[src/rtl/decode_compute1_stage1_pkg.sv]
// Shared BPF encodings and the decoded control bundle for pipeline stage 1.
package decode_compute1_stage1_pkg;

  typedef enum logic [2:0] {
    CLS_LD, CLS_LDX, CLS_ST, CLS_STX, CLS_ALU, CLS_JMP, CLS_RET, CLS_MISC
  } bpf_class_e;

  typedef enum logic [1:0] {SZ_W, SZ_H, SZ_B, SZ_DW} bpf_size_e;

  typedef enum logic [2:0] {
    MODE_IMM, MODE_ABS, MODE_IND, MODE_MEM, MODE_LEN, MODE_MSH, MODE_RSV6, MODE_RSV7
  } bpf_mode_e;

  localparam logic [3:0] ALU_ADD = 4'h0;
  localparam logic [3:0] ALU_NEG = 4'h8;
  localparam logic [3:0] ALU_XOR = 4'hA;
  localparam logic [3:0] JMP_JA   = 4'h0;
  localparam logic [3:0] JMP_JSET = 4'h4;

  typedef enum logic [2:0] {
    A_SEL_IMM, A_SEL_PKT, A_SEL_ALU, A_SEL_X, A_SEL_MEM, A_SEL_LEN
  } a_sel_e;

  typedef enum logic [1:0] {X_SEL_IMM, X_SEL_PKT, X_SEL_A, X_SEL_MEM} x_sel_e;

  typedef enum logic [1:0] {ST_RUN, ST_JWAIT, ST_HALT} state_e;

  typedef struct packed {
    logic [3:0] alu_sel;
    logic [2:0] jmp_type;
    logic       pc_en;
    logic       pkt_rd;
    logic [1:0] xfer_sz;
    logic       rf_sel;
    logic       rf_wr;
    a_sel_e     a_sel;
    logic       a_en;
    x_sel_e     x_sel;
    logic       x_en;
    logic       ret_valid;
    logic       ret_sel;
  } ctrl_t;

endpackage

[src/rtl/decode_compute1_stage1_bpf_decode.sv]
// Combinational BPF opcode decoder: control bundle, register read set and class flags.
module bpf_decode
  import decode_compute1_stage1_pkg::*;
(
  input  logic [15:0] opcode,
  output ctrl_t       ctrl,
  output logic        reads_a,
  output logic        reads_x,
  output logic        is_jmp,
  output logic        is_ret,
  output logic        illegal
);

  bpf_class_e cls;
  bpf_size_e  size;
  bpf_mode_e  mode;
  logic [3:0] op;
  logic       src;

  always_comb begin
    cls     = bpf_class_e'(opcode[2:0]);
    size    = bpf_size_e'(opcode[4:3]);
    mode    = bpf_mode_e'(opcode[7:5]);
    op      = opcode[7:4];
    src     = opcode[3];
    ctrl    = '0;
    reads_a = 1'b0;
    reads_x = 1'b0;
    is_jmp  = 1'b0;
    is_ret  = 1'b0;
    illegal = 1'b1;
    // Only the low opcode byte is defined; anything above it is undefined.
    if (opcode[15:8] == '0) begin
      case (cls)
        CLS_LD: begin
          case (mode)
            MODE_ABS, MODE_IND: if (size != SZ_DW) begin
              illegal      = 1'b0;
              ctrl.a_en    = 1'b1;
              ctrl.a_sel   = A_SEL_PKT;
              ctrl.pkt_rd  = 1'b1;
              ctrl.xfer_sz = size;
              reads_x      = (mode == MODE_IND);
            end
            MODE_IMM: if (size == SZ_W) begin
              illegal = 1'b0; ctrl.a_en = 1'b1; ctrl.a_sel = A_SEL_IMM;
            end
            MODE_MEM: if (size == SZ_W) begin
              illegal = 1'b0; ctrl.a_en = 1'b1; ctrl.a_sel = A_SEL_MEM;
            end
            MODE_LEN: if (size == SZ_W) begin
              illegal = 1'b0; ctrl.a_en = 1'b1; ctrl.a_sel = A_SEL_LEN;
            end
            default: ;
          endcase
        end
        CLS_LDX: begin
          if (mode == MODE_IMM && size == SZ_W) begin
            illegal = 1'b0; ctrl.x_en = 1'b1; ctrl.x_sel = X_SEL_IMM;
          end else if (mode == MODE_MEM && size == SZ_W) begin
            illegal = 1'b0; ctrl.x_en = 1'b1; ctrl.x_sel = X_SEL_MEM;
          end else if (mode == MODE_MSH && size == SZ_B) begin
            illegal      = 1'b0;
            ctrl.x_en    = 1'b1;
            ctrl.x_sel   = X_SEL_PKT;
            ctrl.pkt_rd  = 1'b1;
            ctrl.xfer_sz = SZ_B;
          end
        end
        CLS_ST, CLS_STX: if (opcode[7:3] == '0) begin
          illegal     = 1'b0;
          ctrl.rf_sel = 1'b1;
          ctrl.rf_wr  = 1'b1;
          reads_a     = (cls == CLS_ST);
          reads_x     = (cls == CLS_STX);
        end
        CLS_ALU: if (op <= ALU_XOR && !(op == ALU_NEG && src)) begin
          illegal      = 1'b0;
          ctrl.alu_sel = op;
          ctrl.a_sel   = A_SEL_ALU;
          ctrl.a_en    = 1'b1;
          reads_a      = 1'b1;
          reads_x      = src;
        end
        CLS_JMP: if (op <= JMP_JSET && !(op == JMP_JA && src)) begin
          illegal       = 1'b0;
          is_jmp        = 1'b1;
          ctrl.pc_en    = 1'b1;
          ctrl.jmp_type = op[2:0];
          reads_a       = 1'b1;
          reads_x       = src;
        end
        CLS_RET: if (opcode[7:3] == 5'b00000 || opcode[7:3] == 5'b00010) begin
          illegal        = 1'b0;
          is_ret         = 1'b1;
          ctrl.ret_valid = 1'b1;
          ctrl.ret_sel   = opcode[4];
          reads_a        = opcode[4];
        end
        CLS_MISC: begin
          if (opcode[7:3] == 5'b00000) begin
            illegal = 1'b0; ctrl.x_en = 1'b1; ctrl.x_sel = X_SEL_A; reads_a = 1'b1;
          end else if (opcode[7:3] == 5'b10000) begin
            illegal = 1'b0; ctrl.a_en = 1'b1; ctrl.a_sel = A_SEL_X; reads_x = 1'b1;
          end
        end
        default: ;
      endcase
    end
  end

endmodule

[src/rtl/decode_compute1_stage1.sv]
// BPF pipeline stage 1: decode, A/X hazard stall, jump squash and RET halt.
module decode_compute1_stage1
  import decode_compute1_stage1_pkg::*;
#(
  parameter int unsigned IMM_W = 32,
  parameter int unsigned OFF_W = 8
) (
  input  logic             clk,
  input  logic             rst,
  input  logic [63:0]      instr_in,
  input  logic             instr_valid,
  output logic             instr_ready,
  input  logic             s2_A_en,
  input  logic             s2_X_en,
  input  logic             s2_PC_en,
  input  logic             restart,
  output logic [3:0]       ALU_sel,
  output logic [2:0]       jmp_type,
  output logic             PC_en,
  output logic [OFF_W-1:0] jt_out,
  output logic [OFF_W-1:0] jf_out,
  output logic [IMM_W-1:0] imm_out,
  output logic             packet_mem_rd_en,
  output logic [1:0]       transfer_sz,
  output logic             regfile_sel,
  output logic             regfile_wr_en,
  output logic [2:0]       A_sel,
  output logic             A_en,
  output logic [1:0]       X_sel,
  output logic             X_en,
  output logic             ret_valid,
  output logic             ret_sel,
  output logic             halted
);

  ctrl_t  ctrl;
  ctrl_t  issued;
  logic   reads_a, reads_x, is_jmp, is_ret, illegal;
  logic   hazard, issue;
  state_e state, state_nxt;

  bpf_decode u_decode (
    .opcode  (instr_in[63:48]),
    .ctrl    (ctrl),
    .reads_a (reads_a),
    .reads_x (reads_x),
    .is_jmp  (is_jmp),
    .is_ret  (is_ret),
    .illegal (illegal)
  );

  // Own A_en/X_en cover the instruction now in stage2's input; s2_* cover the one leaving it.
  assign hazard = (reads_a & (A_en | s2_A_en)) | (reads_x & (X_en | s2_X_en));

  always_comb begin
    state_nxt   = state;
    instr_ready = 1'b0;
    issue       = 1'b0;
    case (state)
      ST_RUN: begin
        instr_ready = ~hazard;
        issue       = instr_valid & ~hazard & ~illegal;
        if (issue && is_jmp)      state_nxt = ST_JWAIT;
        else if (issue && is_ret) state_nxt = ST_HALT;
      end
      ST_JWAIT: begin
        instr_ready = 1'b1;
        if (s2_PC_en) state_nxt = ST_RUN;
      end
      ST_HALT: if (restart) state_nxt = ST_RUN;
      default: state_nxt = ST_RUN;
    endcase
    issued = issue ? ctrl : '0;
  end

  always_ff @(posedge clk or negedge rst) begin
    if (!rst) begin
      state            <= ST_RUN;
      halted           <= 1'b0;
      ALU_sel          <= '0;
      jmp_type         <= '0;
      PC_en            <= 1'b0;
      packet_mem_rd_en <= 1'b0;
      transfer_sz      <= '0;
      regfile_sel      <= 1'b0;
      regfile_wr_en    <= 1'b0;
      A_en             <= 1'b0;
      X_en             <= 1'b0;
      ret_valid        <= 1'b0;
      A_sel            <= '0;
      X_sel            <= '0;
      ret_sel          <= 1'b0;
      imm_out          <= '0;
      jt_out           <= '0;
      jf_out           <= '0;
    end else begin
      state            <= state_nxt;
      halted           <= (state_nxt == ST_HALT);
      ALU_sel          <= issued.alu_sel;
      jmp_type         <= issued.jmp_type;
      PC_en            <= issued.pc_en;
      packet_mem_rd_en <= issued.pkt_rd;
      transfer_sz      <= issued.xfer_sz;
      regfile_sel      <= issued.rf_sel;
      regfile_wr_en    <= issued.rf_wr;
      A_en             <= issued.a_en;
      X_en             <= issued.x_en;
      ret_valid        <= issued.ret_valid;
      // Data fields only move on an issued instruction; bubbles leave them stale.
      if (issue) begin
        A_sel   <= ctrl.a_sel;
        X_sel   <= ctrl.x_sel;
        ret_sel <= ctrl.ret_sel;
        imm_out <= IMM_W'(instr_in[31:0]);
        jt_out  <= OFF_W'(instr_in[47:40]);
        jf_out  <= OFF_W'(instr_in[39:32]);
      end
    end
  end

endmodule

[config.mk]
export PLATFORM = sky130hd
export DESIGN_NAME = decode_compute1_stage1
export DESIGN_NICKNAME = d
export VERILOG_FILES = /design/src/rtl/decode_compute1_stage1_pkg.sv /design/src/rtl/decode_compute1_stage1_bpf_decode.sv /design/src/rtl/decode_compute1_stage1.sv
export SDC_FILE = /design/constraint.sdc
export NUM_CORES = 1
export LEC_CHECK = 0
export BUFFER_PORTS_ARGS = -buffer_cell sky130_fd_sc_hd__buf_2
export CORE_MARGIN = 1.5
export CORE_UTILIZATION = 43
export CTS_CLUSTER_SIZE = 25
export DETAILED_ROUTE_END_ITERATION = 16
export GPL_TIMING_DRIVEN = 0
export PLACE_DENSITY = 0.77
export SLEW_MARGIN = 20
export SYNTH_ARGS = -nofsm -noshare
export SYNTH_HDL_FRONTEND = slang
export SYNTH_SLANG_ARGS = --single-unit
[constraint.sdc]
create_clock -name clk -period 2.2 [get_ports clk]
set_input_delay 0.44 -clock clk [delete_from_list [all_inputs] [get_ports clk]]
set_output_delay 0.44 -clock clk [all_outputs]
set_load 0.1 [all_outputs]
# Word-level counts from Yosys, hierarchy flattened
# Index checks and enable logic that the tools add are counted.
# totals
register_bits	73
out_inout_bits	72
word_cells	143
# op_classes
order_cmp	2
eq_ne	20
mux	72
n_bitwise	9
n_reduce_logical	22
# op_table
op	count
2-to-1 mux 22 bit	2
2-to-1 mux 1 bit	33
2-to-1 mux 3 bit	10
2-to-1 mux 4 bit	7
2-to-1 mux 2 bit	10
== test 3 bit, second input constant	6
one-hot mux 4 bit (4 select lines)	1
== test 3 x 2 -> 1 bit, second input constant	4
one-hot mux 3 bit (2 select lines)	2
one-hot mux 4 bit (3 select lines)	1
one-hot mux 1 bit (5 select lines)	2
logical AND 1 bit	9
logical NOT 8 bit	1
one-hot mux 1 bit (7 select lines)	1
== test 2 bit, second input constant	3
== test 3 x 1 -> 1 bit, second input constant	2
logical NOT 3 bit	2
one-hot mux 2 bit (3 select lines)	1
== test 5 x 2 -> 1 bit, second input constant	1
== test 5 bit, second input constant	1
logical NOT 5 bit	1
bitwise AND 1 bit	4
== test 4 bit, second input constant	1
less-or-equal comparator 4 x 3 -> 1 bit, second input constant	1
other kinds (12)	19

# Longest topological paths before layout
# Gate-level depths: netlist of the first run.
# depth
word_depth	17
depth_mapped	9
depth_no_buf	6

# Modules after synthesis
# From an unflattened synthesis of the first run, not the netlist that was laid out.
# hier_totals
cells_unflattened	290
hier_area_um2	3718.6
# modules_own_cells
module	instances	cells_each	area_per_inst_um2
decode_compute1_stage1	1	164	2951.6
bpf_decode	1	126	767.0

# Worst setup path before layout of the first run
# Ideal clock, no wire load.
# synth_path
path_kind	input-to-output
start	input port instr_in[54]
end	output port instr_ready
arrival_ps	3100
required_time_ps	1760
path_slack_ps	-1340
cell_stages	7
n_path_buf	1
cell_sequence	buf_2 > or4b_2 > or4bb_1 > a21boi_0 > o21ai_0 > a21oi_1 > nor2_1
# synth_between
elab_chain_cells	11
elab_cells_between_ends	38
# synth_lines
element	line	rtl
start: declaration	decode_compute1_stage1.sv:10	input logic [63:0] instr_in,
branches (longest 8 deep; another with less-or-equal comparator 4 x 3 -> 1 bit)	n/a	
OR 1 bit (*)	decode_compute1_stage1.sv:53	assign hazard = (reads_a & (A_en | s2_A_en)) | (reads_x & (X_en | s2_X_en));
inverter 1 bit (*)	decode_compute1_stage1.sv:61	instr_ready = ~hazard;
one-hot mux 1 bit (2 select lines) (*)	decode_compute1_stage1.sv:59	case (state)
end: declaration	decode_compute1_stage1.sv:12	output logic instr_ready,
# Mark *: on every way between the ends.

# Final worst setup path of the first run
# layout_path
start	input port instr_in[52]
end	output port instr_ready
# The elaborated chain is that of the path after synthesis.

==> results of run 1 <==
==> area by class of cell <==
type / instances / area (sq um) / share of cell area
timing repair buffer: 161 / 1010 / 0.194
sequential: 72 / 1800 / 0.345
clock buffer: 11 / 141 / 0.0271
buffer: 20 / 262 / 0.0501
inverter: 8 / 30.0 / 0.00576
multi-input combinational: 178 / 1740 / 0.334
clock inverter: 5 / 104 / 0.0199
tap: 99 / 124 / 0.0237
==> where the power goes <==
part           internal (W)  switching, W
Clock              0.000785      0.000468
Combinational      0.000154      0.000300
Sequential          0.00134     0.0000109
Total               0.00228      0.000778
==> kinds of logic after synthesis <==
kind of cell | Yosys count | share of synthesized area
multiplexers | 54 | 0.186
buffers and inverters | 28 | 0.0402
XOR/XNOR | 3 | 0.00805
AND/OR/NAND/NOR | 86 | 0.145
AO/OA/AOI/OAI | 34 | 0.0686
flip-flops | 72 | 0.552
==> state kept, by name, summed over array words and instances, names as in the netlist, 2 cells and up <==
name / count
imm_out: 32
jf_out: 8
jt_out: 8
ALU_sel: 4
A_sel: 3
jmp_type: 3
X_sel: 2
state: 2
transfer_sz: 2
==> worst max path at each step <==
stage	startpoint	endpoint	slack, ns	cells after the start
after global placement	instr_in[53]	imm_out[21]	-0.77	9
after global routing	instr_in[52]	instr_ready	-0.32	8
after detailed placement	instr_in[53]	imm_out[19]	-0.83	9
final	instr_in[52]	instr_ready	-0.28	8
after CTS	instr_in[52]	instr_ready	-0.22	8
after floorplan	instr_in[54]	instr_ready	-0.37	6
==> routing by layer <==
metal	track usage	wire, um
met4	0.104	289
met2	0.458	5640
met1	0.298	4160
met5	0	0
met3	0.0668	655
==> through the flow <==
| step | utilization | setup TNS, ns | instances | setup slack (ns) |
|---|---|---|---|---|
| floorplan | - | -17.64 | 277 | -0.366 |
| global placement | 0.590 | -48.96 | 512 | -0.773 |
| detailed placement | 0.593 | -52.41 | 513 | -0.828 |
| CTS | 0.691 | -6.24 | 548 | -0.220 |
| global route | 0.715 | -10.56 | 554 | -0.317 |
| finish | 0.715 | -9.66 | 554 | -0.276 |
==> cells in the final DEF (no fill, tap or decap), types with 2 or more instances in the layout <==
cell type | synthesis | final
nor3_1 | 16 | 15
and2_1 | 3 | 3
clkbuf_8 | 0 | 11
buf_2 | 3 | 136
or4_4 | 0 | 2
nor4_1 | 7 | 2
clkbuf_2 | 0 | 2
nand2b_4 | 0 | 2
nand2_1 | 12 | 11
buf_6 | 0 | 8
nor2_1 | 20 | 18
o211ai_1 | 2 | 2
nor4_4 | 0 | 4
a21oi_1 | 9 | 8
o21ai_0 | 8 | 6
buf_12 | 0 | 9
nand4_4 | 1 | 2
clkbuf_1 | 8 | 2
o21ai_2 | 0 | 2
buf_4 | 6 | 16
mux2_2 | 5 | 4
inv_1 | 8 | 8
clkbuf_16 | 0 | 6
nand3_1 | 5 | 4
nand4_1 | 6 | 6
mux2_4 | 0 | 50
bufinv_16 | 0 | 3
dfrtp_1 | 72 | 72
xor2_1 | 2 | 2
a211oi_1 | 2 | 2
==> repair_timing <==
item,in CTS,in global routing
setup buffers,17,4
resized for setup,65,19
gates cloned,2,4
endpoints found under the setup margin,73,58
pin swaps,15,6
==> flow_summary.ini, run 1 <==
[global_routing]
gr-total-overflow = 0
grt_pass1_wl_um = 16300
track_usage = 0.259
antenna_found_initial = 0
grt_pass1_vias = 3076
grt_max_degree = 38

[die]
rows = 31
num_io_pins = 143
die_h_um = 90.1
dieArea_sq_um = 8120
chipWidth_um = 90.1
initial_core_util = 0.448
fp.coreArea_sq_um = 7290

[route]
wire_per_inst_um = 19.4
drc = 0
drt-total-wl_um = 10700
drt-initial-drc-count = 160
postRouteAntennaNets = 0
first_pass_iters = 4
vias = 2952
vias_per_cell = 5.33

[sta]
period_needed_ns = 2.48
clock.fmax_ghz = 0.404
rsz0062_at_grt = yes
tightest_slew_ns = 0.541
holdWs_ns = 0.0496
max-slew-margin-rel = 0.638
drv_slew = 0
min_period_over_period = 1.13
fin_ws_ns = -0.276
setup_viol = 54
finalHoldViolCount = 0
fin_skew_ns = 0.00756

[clock_network]
clock-root-buffer = clkbuf_8
cts_buffer_depth = 2
cts_max_level = 3
cts_buffers = 9
clock_latency_ns = 0.33
cts.sinks = 72
path_clk_slew_ns = 0.08
ctsHoldBuffers = 0
tritoncts = yes

[worst_setup_path]
path_cells = buf_12 > or4b_4 > or4bb_4 > a21boi_2 > o21ai_2 > a21oi_2 > nor2_4 > buf_12
end_kind = primary output
startpoint_type = input port
reg2reg_from = state[1]
worstSetupPathType = input port to primary output
r2r_slack_ns = -0.07
r2r_end = jf_out[4]
critPathMostFrequentCell = buf_12
crit_buf_inv = 2
rr_worst_depth = 8
path_max_fanout = 8
critPathSlowestCell = or4b_4
crit_arrival_ns = 2.04
critPathTopFamily = simple AND/OR/NAND/NOR gates
max_stage_delay_ns = 0.53
cp.required_ns = 1.76

[placed_design]
place_area_sq_um = 4330
hpwl_um = 6800
place_congestion = 0.922
io_buffers = 136

[synth]
yosysSeqAreaShare = 0.552
synth_area_sq_um = 3260
yosysTopAreaCell = dfrtp_1
synthArstFlopShare = 1.00
synthTopCellsByArea = dfrtp_1 55%, mux2_1 17%, nor3_1 2.5%
synthCells = 277
synth_top_area_share = 0.552
synth_commonest_cells = 72 x dfrtp_1, 49 x mux2_1, 20 x nor2_1
yosys_warnings = 0
yosysMostFrequentCell = dfrtp_1
synth_ff_type = dfrtp_1
ys_types = 46
synth_nets = 348
synth_edf_count = 0
syn_area_per_cell_sq_um = 11.8
synth-seq-cells = 72

[run]
max_cap_viol_count = 0

[power]
leakage_nw = 2.85
p_per_area_nw_per_um2 = 586
ir_drop_uv = 374
p_total_w = 0.00306

[layout]
stdcell_area_sq_um = 5220
diodes = 0
fillers = 502
nets = 521
syn2layout_area_growth_pct = 59.8
drive_gt1_frac = 0.615

[run_status]
violations = negative setup slack
outcome = finished, violations left

[min_path]
min_path_type = input port to async pin
(Power assumes the default switching activity.)
==> run 2: changes to the inputs <==
--- a/config.mk
+++ b/config.mk
@@ -12,6 +12,7 @@
 export DETAILED_ROUTE_END_ITERATION = 16
 export GPL_TIMING_DRIVEN = 0
 export PLACE_DENSITY = 0.77
+export REMOVE_ABC_BUFFERS = 1
 export SLEW_MARGIN = 20
 export SYNTH_ARGS = -nofsm -noshare
 export SYNTH_HDL_FRONTEND = slang
==> run 2 against run 1 <==
Against the previous run: the flow still finishes with violations (negative setup slack); routed wire length fell by 0.67%; count of clock-buffer cells in the layout shrank 2; worst setup slack got worse by 0.026 ns; final cell count decreased by 0.36%; combinational power up 2%; critical path depth fell by 1; clock skew is 0.0025 ns higher; clock power shrank 20%; total power is 7.9% lower; hold slack worse by 0.031 ns; die area stayed put; non-clock buffer count decreased by 4; largest cell class unchanged; largest power group unchanged.
==> flow_summary.ini, run 2 (synthesis gave the netlist of run 1 again) <==
[global_routing]
antenna_found_initial = 0
track_usage = 0.269
grt_pass1_vias = 3056
grt_max_degree = 46
gr-total-overflow = 0
grt_pass1_wl_um = 16900

[power]
ir_drop_uv = 272
clockPowerShare = 0.357
p_int_w = 0.00202
seqPwrFrac = 0.480
p_total_w = 0.00282
p_per_area_nw_per_um2 = 552
switching_share = 0.284
power_switching_w = 0.000800
leakage_nw = 2.76
combinationalPowerShare = 0.163

[run]
max_cap_viol_count = 0

[worst_setup_path]
rr_worst_depth = 9
path_cells = buf_12 > or4b_4 > or4bb_4 > a311o_2 > a21oi_2 > nor2_2 > buf_12
crit_arrival_ns = 2.06
max_stage_delay_ns = 0.55
cp.required_ns = 1.76
r2r_slack_ns = 0.02
end_kind = primary output
critPathMostFrequentCell = buf_12
startpoint_type = input port
path_max_fanout = 4
critPathSlowestCell = or4bb_4
r2r_end = imm_out[8]
reg2reg_from = state[1]
worstSetupPathType = input port to primary output

[clock_network]
cts_buffers = 9
tritoncts = yes
cts_max_level = 3
path_clk_slew_ns = 0.08
clock-root-buffer = clkbuf_8
ctsHoldBuffers = 0
clock_latency_ns = 0.33
cts.sinks = 72
cts_buffer_depth = 2

[placed_design]
hpwl_um = 5990
place_congestion = 0.895
place_area_sq_um = 4020
io_buffers = 142
dp_slack_ns = -1.41

[sta]
holdWs_ns = 0.0187
fin_ws_ns = -0.301
fin_tns_setup_ns = -8.27
drv_slew = 0
tightest_slew_ns = 0.521
finalHoldViolCount = 0
period_needed_ns = 2.50
min_period_over_period = 1.14
rsz0062_at_grt = yes
max-slew-margin-rel = 0.655
clock.fmax_ghz = 0.400
fin_skew_ns = 0.0100
setup_viol = 50

[die]
dieArea_sq_um = 8120
num_io_pins = 143
chipWidth_um = 90.1
die_h_um = 90.1
rows = 31
fp.coreArea_sq_um = 7290
initial_core_util = 0.448

[layout]
drive_gt1_frac = 0.600
top_register = imm_out
final_common_cell = buf_2
nets = 520
syn2layout_area_growth_pct = 56.3
regArea_sq_um = 1800
multi_input_area_sq_um = 1750
largest_register_ffs = 32
final_cell_mix = 132 x buf_2, 72 x dfrtp_1, 42 x mux2_4, 22 x buf_4, 19 x nor2_1
fillers = 549
diodes = 0
top_regs = imm_out x32, jf_out x8, jt_out x8
stdcell_area_sq_um = 5100

[min_path]
min_path_type = input port to async pin

[route]
drt-total-wl_um = 10700
first_pass_iters = 4
vias = 3003
drc = 0
postRouteAntennaNets = 0
wire_per_inst_um = 19.3
drt-initial-drc-count = 137
vias_per_cell = 5.44

[run_status]
outcome = finished, violations left
violations = negative setup slack
run 2: final cells by class:
| cell class | count | share of cell area |
|---|---|---|
| clock inverter | 6 | 0.0120 |
| timing repair buffer | 177 | 0.237 |
| sequential | 72 | 0.353 |
| inverter | 8 | 0.00589 |
| multi-input combinational | 181 | 0.343 |
| tap | 99 | 0.0243 |
| clock buffer | 9 | 0.0243 |
run 2: worst max path at each step:
| stage | start | to | slack (ns) | cells past startpoint |
|---|---|---|---|---|
| floorplan | instr_in[54] | instr_ready | -1.20 | 6 |
| global placement | instr_in[54] | imm_out[3] | -1.34 | 7 |
| detailed placement | instr_in[54] | imm_out[19] | -1.41 | 7 |
| CTS | instr_in[52] | instr_ready | -0.30 | 7 |
| global route | instr_in[55] | instr_ready | -0.33 | 10 |
| finish | instr_in[51] | instr_ready | -0.30 | 7 |
run 2: power groups by stage:
| stage | clock, W | combinational, W | sequential [W] |
|---|---|---|---|
| finish | 0.00100 | 0.000460 | 0.00135 |
| global route | 0.00108 | 0.000486 | 0.00135 |
| CTS | 0.00101 | 0.000438 | 0.00135 |
| detailed placement | 0 | 0.000359 | 0.00138 |
| global placement | 0 | 0.000347 | 0.00137 |
| floorplan | 0 | 0.0000653 | 0.00151 |
run 2: worst max-delay path: cells and delay by family:
family,cells,cell delay (ns)
AO/OA/AOI/OAI,2,0.53
buffers and inverters,2,0.27
AND/OR/NAND/NOR,3,0.80
run 2: layer usage:
metal  GRT usage  up-vias  wire, um
met5           0        -         0
met2       0.465      147      5490
met3      0.0609       12       695
li1            -     1360         -
met4      0.0622        0       104
met1       0.343     1484      4380
run 2: through the flow:
step            util  cells
3_5_place_dp   0.551    499
5_1_grt        0.700    552
2_1_floorplan      -    257
4_1_cts        0.684    551
6_report       0.700    552
3_3_place_gp   0.548    498
run 2: timing repair:
action / 4_1_cts / 5_1_grt
hold endpoints to repair: 0 / 0
gates resized for setup: 105 / 19
setup buffers: 31 / 1
pin swaps: 18 / 8
gates cloned: 6 / 0
setup endpoints to repair: 73 / 72
